## src/rtl/seq_mult_4x4.sv

```systemverilog
// Sequential unsigned multiplier: splits each captured operand into DIG_W-bit
// digits and shift-accumulates one digit-by-digit partial product per cycle.
// A one-cycle done pulse follows the last step; product holds until the next
// completed multiply (or reset).
module seq_mult_4x4 #(
  parameter int WIDTH = 4,
  parameter int DIG_W = 2
) (
  input  logic               clk,
  input  logic               rst,
  input  logic               start,
  input  logic [WIDTH-1:0]   a_in,
  input  logic [WIDTH-1:0]   b_in,
  output logic [2*WIDTH-1:0] product,
  output logic               busy,
  output logic               done
);
  localparam int ND = WIDTH / DIG_W;
  localparam int CW = (ND > 1) ? $clog2(ND) : 1;
  localparam int PW = 2 * DIG_W;
  localparam int AW = 2 * WIDTH;

  typedef enum logic [1:0] {S_IDLE, S_MUL, S_DONE} state_t;

  state_t          state_q;
  logic [WIDTH-1:0] a_q, b_q;
  logic [AW-1:0]    acc_q, product_q;
  logic [CW-1:0]    i_q, j_q;
  logic             busy_q, done_q;

  logic [WIDTH-1:0] a_sh, b_sh;
  logic [DIG_W-1:0] a_dig, b_dig;
  logic [PW-1:0]    pp;
  logic [AW-1:0]    term, acc_d;
  logic             last_i, last_j;

  // Select current digits, form the partial product and the next accumulator.
  always_comb begin
    a_sh   = a_q >> (DIG_W * int'(i_q));
    b_sh   = b_q >> (DIG_W * int'(j_q));
    a_dig  = a_sh[DIG_W-1:0];
    b_dig  = b_sh[DIG_W-1:0];
    pp     = {{DIG_W{1'b0}}, a_dig} * {{DIG_W{1'b0}}, b_dig};
    term   = {{(AW-PW){1'b0}}, pp} << (DIG_W * (int'(i_q) + int'(j_q)));
    acc_d  = acc_q + term;
    last_i = (i_q == CW'(ND - 1));
    last_j = (j_q == CW'(ND - 1));
  end

  // Controller and datapath registers; outputs are registered alongside state.
  always_ff @(posedge clk or posedge rst) begin
    if (rst) begin
      state_q   <= S_IDLE;
      a_q       <= '0;
      b_q       <= '0;
      acc_q     <= '0;
      product_q <= '0;
      i_q       <= '0;
      j_q       <= '0;
      busy_q    <= 1'b0;
      done_q    <= 1'b0;
    end else begin
      case (state_q)
        S_IDLE: begin
          done_q <= 1'b0;
          if (start) begin
            a_q     <= a_in;
            b_q     <= b_in;
            acc_q   <= '0;
            i_q     <= '0;
            j_q     <= '0;
            busy_q  <= 1'b1;
            state_q <= S_MUL;
          end else begin
            busy_q <= 1'b0;
          end
        end
        S_MUL: begin
          if (last_i && last_j) begin
            // Final step bypasses acc so the result lands with the done pulse.
            product_q <= acc_d;
            busy_q    <= 1'b0;
            done_q    <= 1'b1;
            state_q   <= S_DONE;
          end else begin
            acc_q <= acc_d;
            // j steps fastest, wrapping into i.
            if (last_j) begin
              j_q <= '0;
              i_q <= i_q + CW'(1);
            end else begin
              j_q <= j_q + CW'(1);
            end
          end
        end
        S_DONE: begin
          done_q  <= 1'b0;
          state_q <= S_IDLE;
        end
        default: begin
          busy_q  <= 1'b0;
          done_q  <= 1'b0;
          state_q <= S_IDLE;
        end
      endcase
    end
  end

  assign product = product_q;
  assign busy    = busy_q;
  assign done    = done_q;

endmodule

```

## config.mk

```make
export PLATFORM = sky130hd
export DESIGN_NAME = seq_mult_4x4
export DESIGN_NICKNAME = d
export VERILOG_FILES = /design/src/rtl/seq_mult_4x4.sv
export SDC_FILE = /design/constraint.sdc
export NUM_CORES = 1
export LEC_CHECK = 0
export CORE_ASPECT_RATIO = 0.9
export CORE_MARGIN = 5
export CORE_UTILIZATION = 40
export CTS_BUF_LIST = sky130_fd_sc_hd__clkbuf_4 sky130_fd_sc_hd__clkbuf_8
export DETAILED_ROUTE_END_ITERATION = 6
export PLACE_DENSITY = 0.71
export SYNTH_ARGS = -nofsm -noshare
export SYNTH_HDL_FRONTEND = slang
export SYNTH_SLANG_ARGS = --single-unit
```

## constraint.sdc

```tcl
create_clock -name clk -period 3.9 [get_ports clk]
set_input_delay 0.78 -clock clk [delete_from_list [all_inputs] [get_ports clk]]
set_output_delay 0.78 -clock clk [all_outputs]
set_load 0.02 [all_outputs]
```

* Word-level counts from Yosys, hierarchy flattened
Index checks and enable logic that the tools add are counted.
** Word-level totals
- Register bits :: 30
- Bits in latches :: 0
- RAM bits :: 0
- Memory bits (read-only) :: 0
- Bits of input ports :: 11
- Output and inout port bits :: 10
- Word-level logic and storage cells :: 51
- Memories :: 0
** Operators by class
- Add/subtract/negate cells :: 4
- $mul :: 1
- Divide/modulo/power cells :: 0
- Order comparisons :: 0
- Eq/ne operators :: 6
- Shift operators :: 3
- Mux-type cells :: 18
- Bitwise gates (word level) :: 1
- Reduce and logical (&&, ||, !) cells :: 9
** Operators by type and width (number)
- 8-bit two-way mux :: 2
- 8-bit case mux with 2 select lines :: 1
- 1-bit two-way mux :: 9
- 8-bit adder :: 1
- 2-bit inequality test (second input constant) :: 4
- 2-bit AND reduction :: 4
- 4-bit by 3-bit left shift with 8-bit output :: 1
- 4-bit by 2-bit >> shifter with 2-bit output :: 2
- 2-bit by 2-bit multiplier with 4-bit output :: 1
- 2-bit two-way mux :: 2
- 1-bit case mux with 2 select lines :: 2
- 2-bit case mux with 2 select lines :: 1
- 4-bit AND reduction :: 1
- 1-bit case mux with 3 select lines :: 1
- 3-bit AND reduction :: 1
- 1-bit adder (second input constant) :: 2
- 1-bit by 1-bit adder with 2-bit output :: 1
- 2-bit by 1-bit equality test with 1-bit output (second input constant) :: 1
- 2-bit equality test (second input constant) :: 1
- 2-bit zero test :: 1
- 2-bit nonzero test :: 1
- 1-bit logical AND :: 1
- 1-bit NOT :: 1

* Logic depth before layout (Yosys ltp)
- Word-level depth :: 6
- Mapped depth :: 12
- Mapped depth without buffers :: 12

* Worst setup path before layout
OpenSTA, ideal clock, no wires.
- Kind :: reg-to-reg
- Start :: register i_q
- End :: register acc_q[6]
- Setup time :: 0.095 ns
- Arrival time :: 2.680 ns
- Data required time :: 3.805 ns
- Setup slack :: 1.125 ns
- Cell stages (with the launch flop) :: 13
- Buffers on the path :: 0
- Period minus slack after synthesis :: 2.775 ns
- Path through :: dfrtp_1 -> mux2i_1 -> nor2_1 -> ha_1 -> ha_1 -> mux2i_1 -> nor2_1 -> ha_1 -> nor2b_4 -> o31a_1 -> o21a_1 -> o21a_1 -> o31ai_1
** Between the ends
- Cells in the longest elaborated chain, start to end :: 6
- Elaborated cells between the ends (all ways) :: 10
- Classes of those cells :: 2 x add/sub; 1 x mul; 1 x eq/ne; 2 x shift; 2 x mux; 2 x reduce/logical
** Ends and longest elaborated chain
- from (decl) :: line 28 : logic [CW-1:0] i_q, j_q;
- from (signal assigned) :: line 90 : i_q <= i_q + CW'(1);
- 4-bit by 2-bit >> shifter with 2-bit output :: line 39 : a_sh = a_q >> (DIG_W * int'(i_q));
- 2-bit by 2-bit multiplier with 4-bit output :: line 43 : pp = {{DIG_W{1'b0}}, a_dig} * {{DIG_W{1'b0}}, b_dig};
- 4-bit by 3-bit left shift with 8-bit output :: line 44 : term = {{(AW-PW){1'b0}}, pp} << (DIG_W * (int'(i_q) + int'(j_q)));
- 8-bit adder :: line 45 : acc_d = acc_q + term;
- 8-bit two-way mux :: line 79 : if (last_i && last_j) begin
- 8-bit case mux with 2 select lines :: line 63 : case (state_q)
- to (signal assigned) :: line 56 : acc_q <= '0;
- to (signal assigned) :: line 69 : acc_q <= '0;
- to (signal assigned) :: line 86 : acc_q <= acc_d;
- to (decl) :: line 27 : logic [AW-1:0] acc_q, product_q;
Several ways; a longest one is shown, not always the timed one. The select of a mux whose other input is x is not followed.
A chain may end at the register's enable or synchronous reset.

* Worst setup path in the final report
Same ends and word-level chain as after synthesis.

==> flow_metrics.py <==
metrics = {
    "status": {
        "status": "complete, no violations",
    },
    "floorplan": {
        "floorplan.rows": 21,
        "die_width_um": 76.6,
        "floorplan.initialDensity": 0.422,
        "floorplan.io_pins": 21,
        "floorplan.die.height_um": 69.9,
        "die_area_sq_um": 5350,
        "placeableCoreArea_sq_um": 3780,
    },
    "route": {
        "final_antenna_net_count": 0,
        "detail_route.drc_violations": 0,
        "vias": 1183,
        "first_iter_violations": 51,
        "totalWireLength_um": 3180,
        "detail_route.vias_per_cell": 5.33,
        "drt_first_pass_iters": 4,
        "wire_per_inst_um": 14.3,
    },
    "cts": {
        "postCtsResizedCells": 0,
        "htree_num_levels": 2,
        "cts.clk_slew.worst_paths_ps": 60,
        "cts_hold_repair.buffers": 0,
        "tritoncts.num_buffers": 5,
        "clock_sinks": 30,
        "postCtsSetupBuffers": 0,
        "clkLatencyLatePin_ps": 280,
        "clock_tree.root_cell": "clkbuf_8",
        "cts-root-to-sink-buffers": 2,
        "cts_tree": "yes",
    },
    "logic_synthesis": {
        "synth.yosys.warnings": 0,
        "synth_area_leader_cell": "dfrtp_1",
        "synth_sequential_area_ratio": 0.471,
        "syn_avg_cell_area_sq_um": 10.6,
        "post_synth_main_area_contributors": "dfrtp_1 47%, ha_1 7.8%, mux2_2 7.1%",
        "synth_fp_nets": 172,
        "proportion_of_netlist_area_held_by_the_largest_area_contributor": 0.471,
        "synthesis.instances": 150,
        "seq_cells_post_synth": 30,
        "synth.lib_cells_used.distinct": 33,
        "syn_area_sq_um": 1600,
        "synth_edf_count": 0,
        "ys.flop_type": "dfrtp_1",
        "synth_async_sr_flop_share": 1.00,
    },
    "placed_design": {
        "numPortBuffers": 20,
        "gpl.final_weighted_congestion": 0.835,
        "post-dp-hpwl_um": 2420,
    },
    "power_and_ir_drop": {
        "pleak_nw": 0.898,
        "pwr_density_cell_nw_per_um2": 927,
        "peakVddDrop_v": 0.000541,
    },
    "setup_path": {
        "worst-endpoint-arrival_ps": 3260,
        "critical_path_peak_fanout": 6,
        "critPathLaunchType": "flop",
        "crit_path_end_kind": "flop",
        "timing.critical_path.required_ps": 4070,
        "timing_worst_setup_path_type": "reg2reg",
    },
    "timing": {
        "finalSetupViolCount": 0,
        "final.period_utilization": 0.791,
        "setup_total_negative_slack_ps": 0,
        "timing.final.hold_violations": 0,
        "maxSlewHeadroom": 0.269,
        "fmax_ghz": 0.324,
        "rsz_0062_raised_after_global_routing": "false",
        "tightest_slew_ps": 1100,
        "fin_hold_ws_ps": 482,
        "finalWorstPathRequiredPeriod_ps": 3080,
        "worst_clock_skew_ps": 6.81,
        "final_max_slew_viol_count": 0,
    },
    "global_route": {
        "grt_start_max_net_pins": 31,
        "first_global_vias": 1308,
        "groute.usage.overall": 0.130,
        "grt.overflow.total": 0,
        "grt_pass1_wl_um": 5730,
        "initial_antenna_violation_count": 0,
    },
    "final_layout": {
        "antenna_diode_instance_count": 0,
        "layout_commonest_cell": "dfrtp_1",
        "layout-drive-gt1-share": 0.125,
        "final_net_count": 197,
        "flow.area_growth_from_synthesis_pct": 21.8,
        "mostFrequentLayoutCells": "30 x dfrtp_1, 20 x clkdlybuf4s50_1, 15 x nand2_1",
    },
    "flow_run": {
        "drv.max_cap_violation_count": 0,
    },
    "hold_path": {
        "timing.hold.worst.class": "reg2reg",
    },
}
worst paths after layout:
check | startpoint | cells after the start | slack [ps] | end
setup / recovery | i_q | 12 | 820 | acc_q[6]
hold / removal | product[6] | 2 | 480 | product[6]
setup reg to reg | i_q | 12 | 820 | acc_q[6]
hold reg to reg | product[6] | 2 | 480 | product[6]
max in group asynchronous | rst | 2 | 2150 | product[3]
min in group asynchronous | rst | 2 | 1080 | a_q[0]
state kept, by name (all words and copies together), names as in the netlist:
register / cells
acc_q: 8
product: 8
a_q: 4
b_q: 4
state_q: 2
busy: 1
done: 1
i_q: 1
j_q: 1
through the flow:
| step | std cells | worst slack, ps | cell area [sq um] | util | power (W) |
|---|---|---|---|---|---|
| finish | 222 | 816 | 1940 | 0.514 | 0.00180 |
| global route | 222 | 587 | 1940 | 0.514 | 0.00196 |
| CTS | 222 | 823 | 1940 | 0.514 | 0.00181 |
| detailed placement | 214 | 853 | 1850 | 0.488 | 0.00154 |
| global placement | 214 | 1010 | 1850 | 0.488 | 0.00150 |
| floorplan | 150 | 1120 | 1600 | - | 0.00126 |
worst max-delay path, cell delays in order, from the launching register on:
cell and delay, ps:
dfrtp_1 470, mux2i_1 310, nor2_1 90, ha_1 200, ha_1 290, mux2i_1 180
nor2_1 60, ha_1 350, nor2b_4 150, o31a_1 260, o21a_1 200, o21a_1 190
o31ai_1 240
logic make-up (layout without fill, tap and decap cells):
| kind of cell | after synthesis | count (layout) | synth area share |
|---|---|---|---|
| simple gates | 43 | 43 | 0.135 |
| flops | 30 | 30 | 0.471 |
| mux | 18 | 18 | 0.121 |
| fa+ha+maj | 11 | 11 | 0.0910 |
| buf+inv | 10 | 36 | 0.0243 |
| compound gates | 33 | 33 | 0.131 |
| xor+xnor | 5 | 5 | 0.0275 |
per-layer routing:
metal  up-vias  part of all wire  GRT usage
li1        581                 -          -
met1       573              0.45      0.158
met2        23              0.49      0.213
met3         6             0.040     0.0308
met4         0             0.022     0.0680
met5         -                 0          0
area by class of cell:
type | count | area (sq um)
Timing Repair Buffer | 21 | 208
Fill cell | 340 | 1840
Multi-Input combinational cell | 110 | 806
Tap cell | 46 | 57.6
Clock inverter | 1 | 5.00
Sequential cell | 30 | 751
Clock buffer | 7 | 90.1
Inverter | 7 | 26.3
cells in the mapped netlist (3+ instances only):
library cell and instances:
dfrtp_1 30, nand2_1 15, o21ai_0 13, nor2_1 11
ha_1 10, mux2_2 10, mux2i_1 8, inv_1 7
a21oi_1 4, a22o_1 4, nor2b_1 4, o21a_1 4
xnor2_1 3
report_power, final:
part | switching [W] | internal [W] | leakage (nW)
combinational | 0.000543 | 0.000451 | 0.469
clock | 0.000112 | 0.000149 | 0.0517
sequential | 0.0000935 | 0.000452 | 0.378
total | 0.000749 | 0.00105 | 0.898
(Power assumes the default switching activity.)
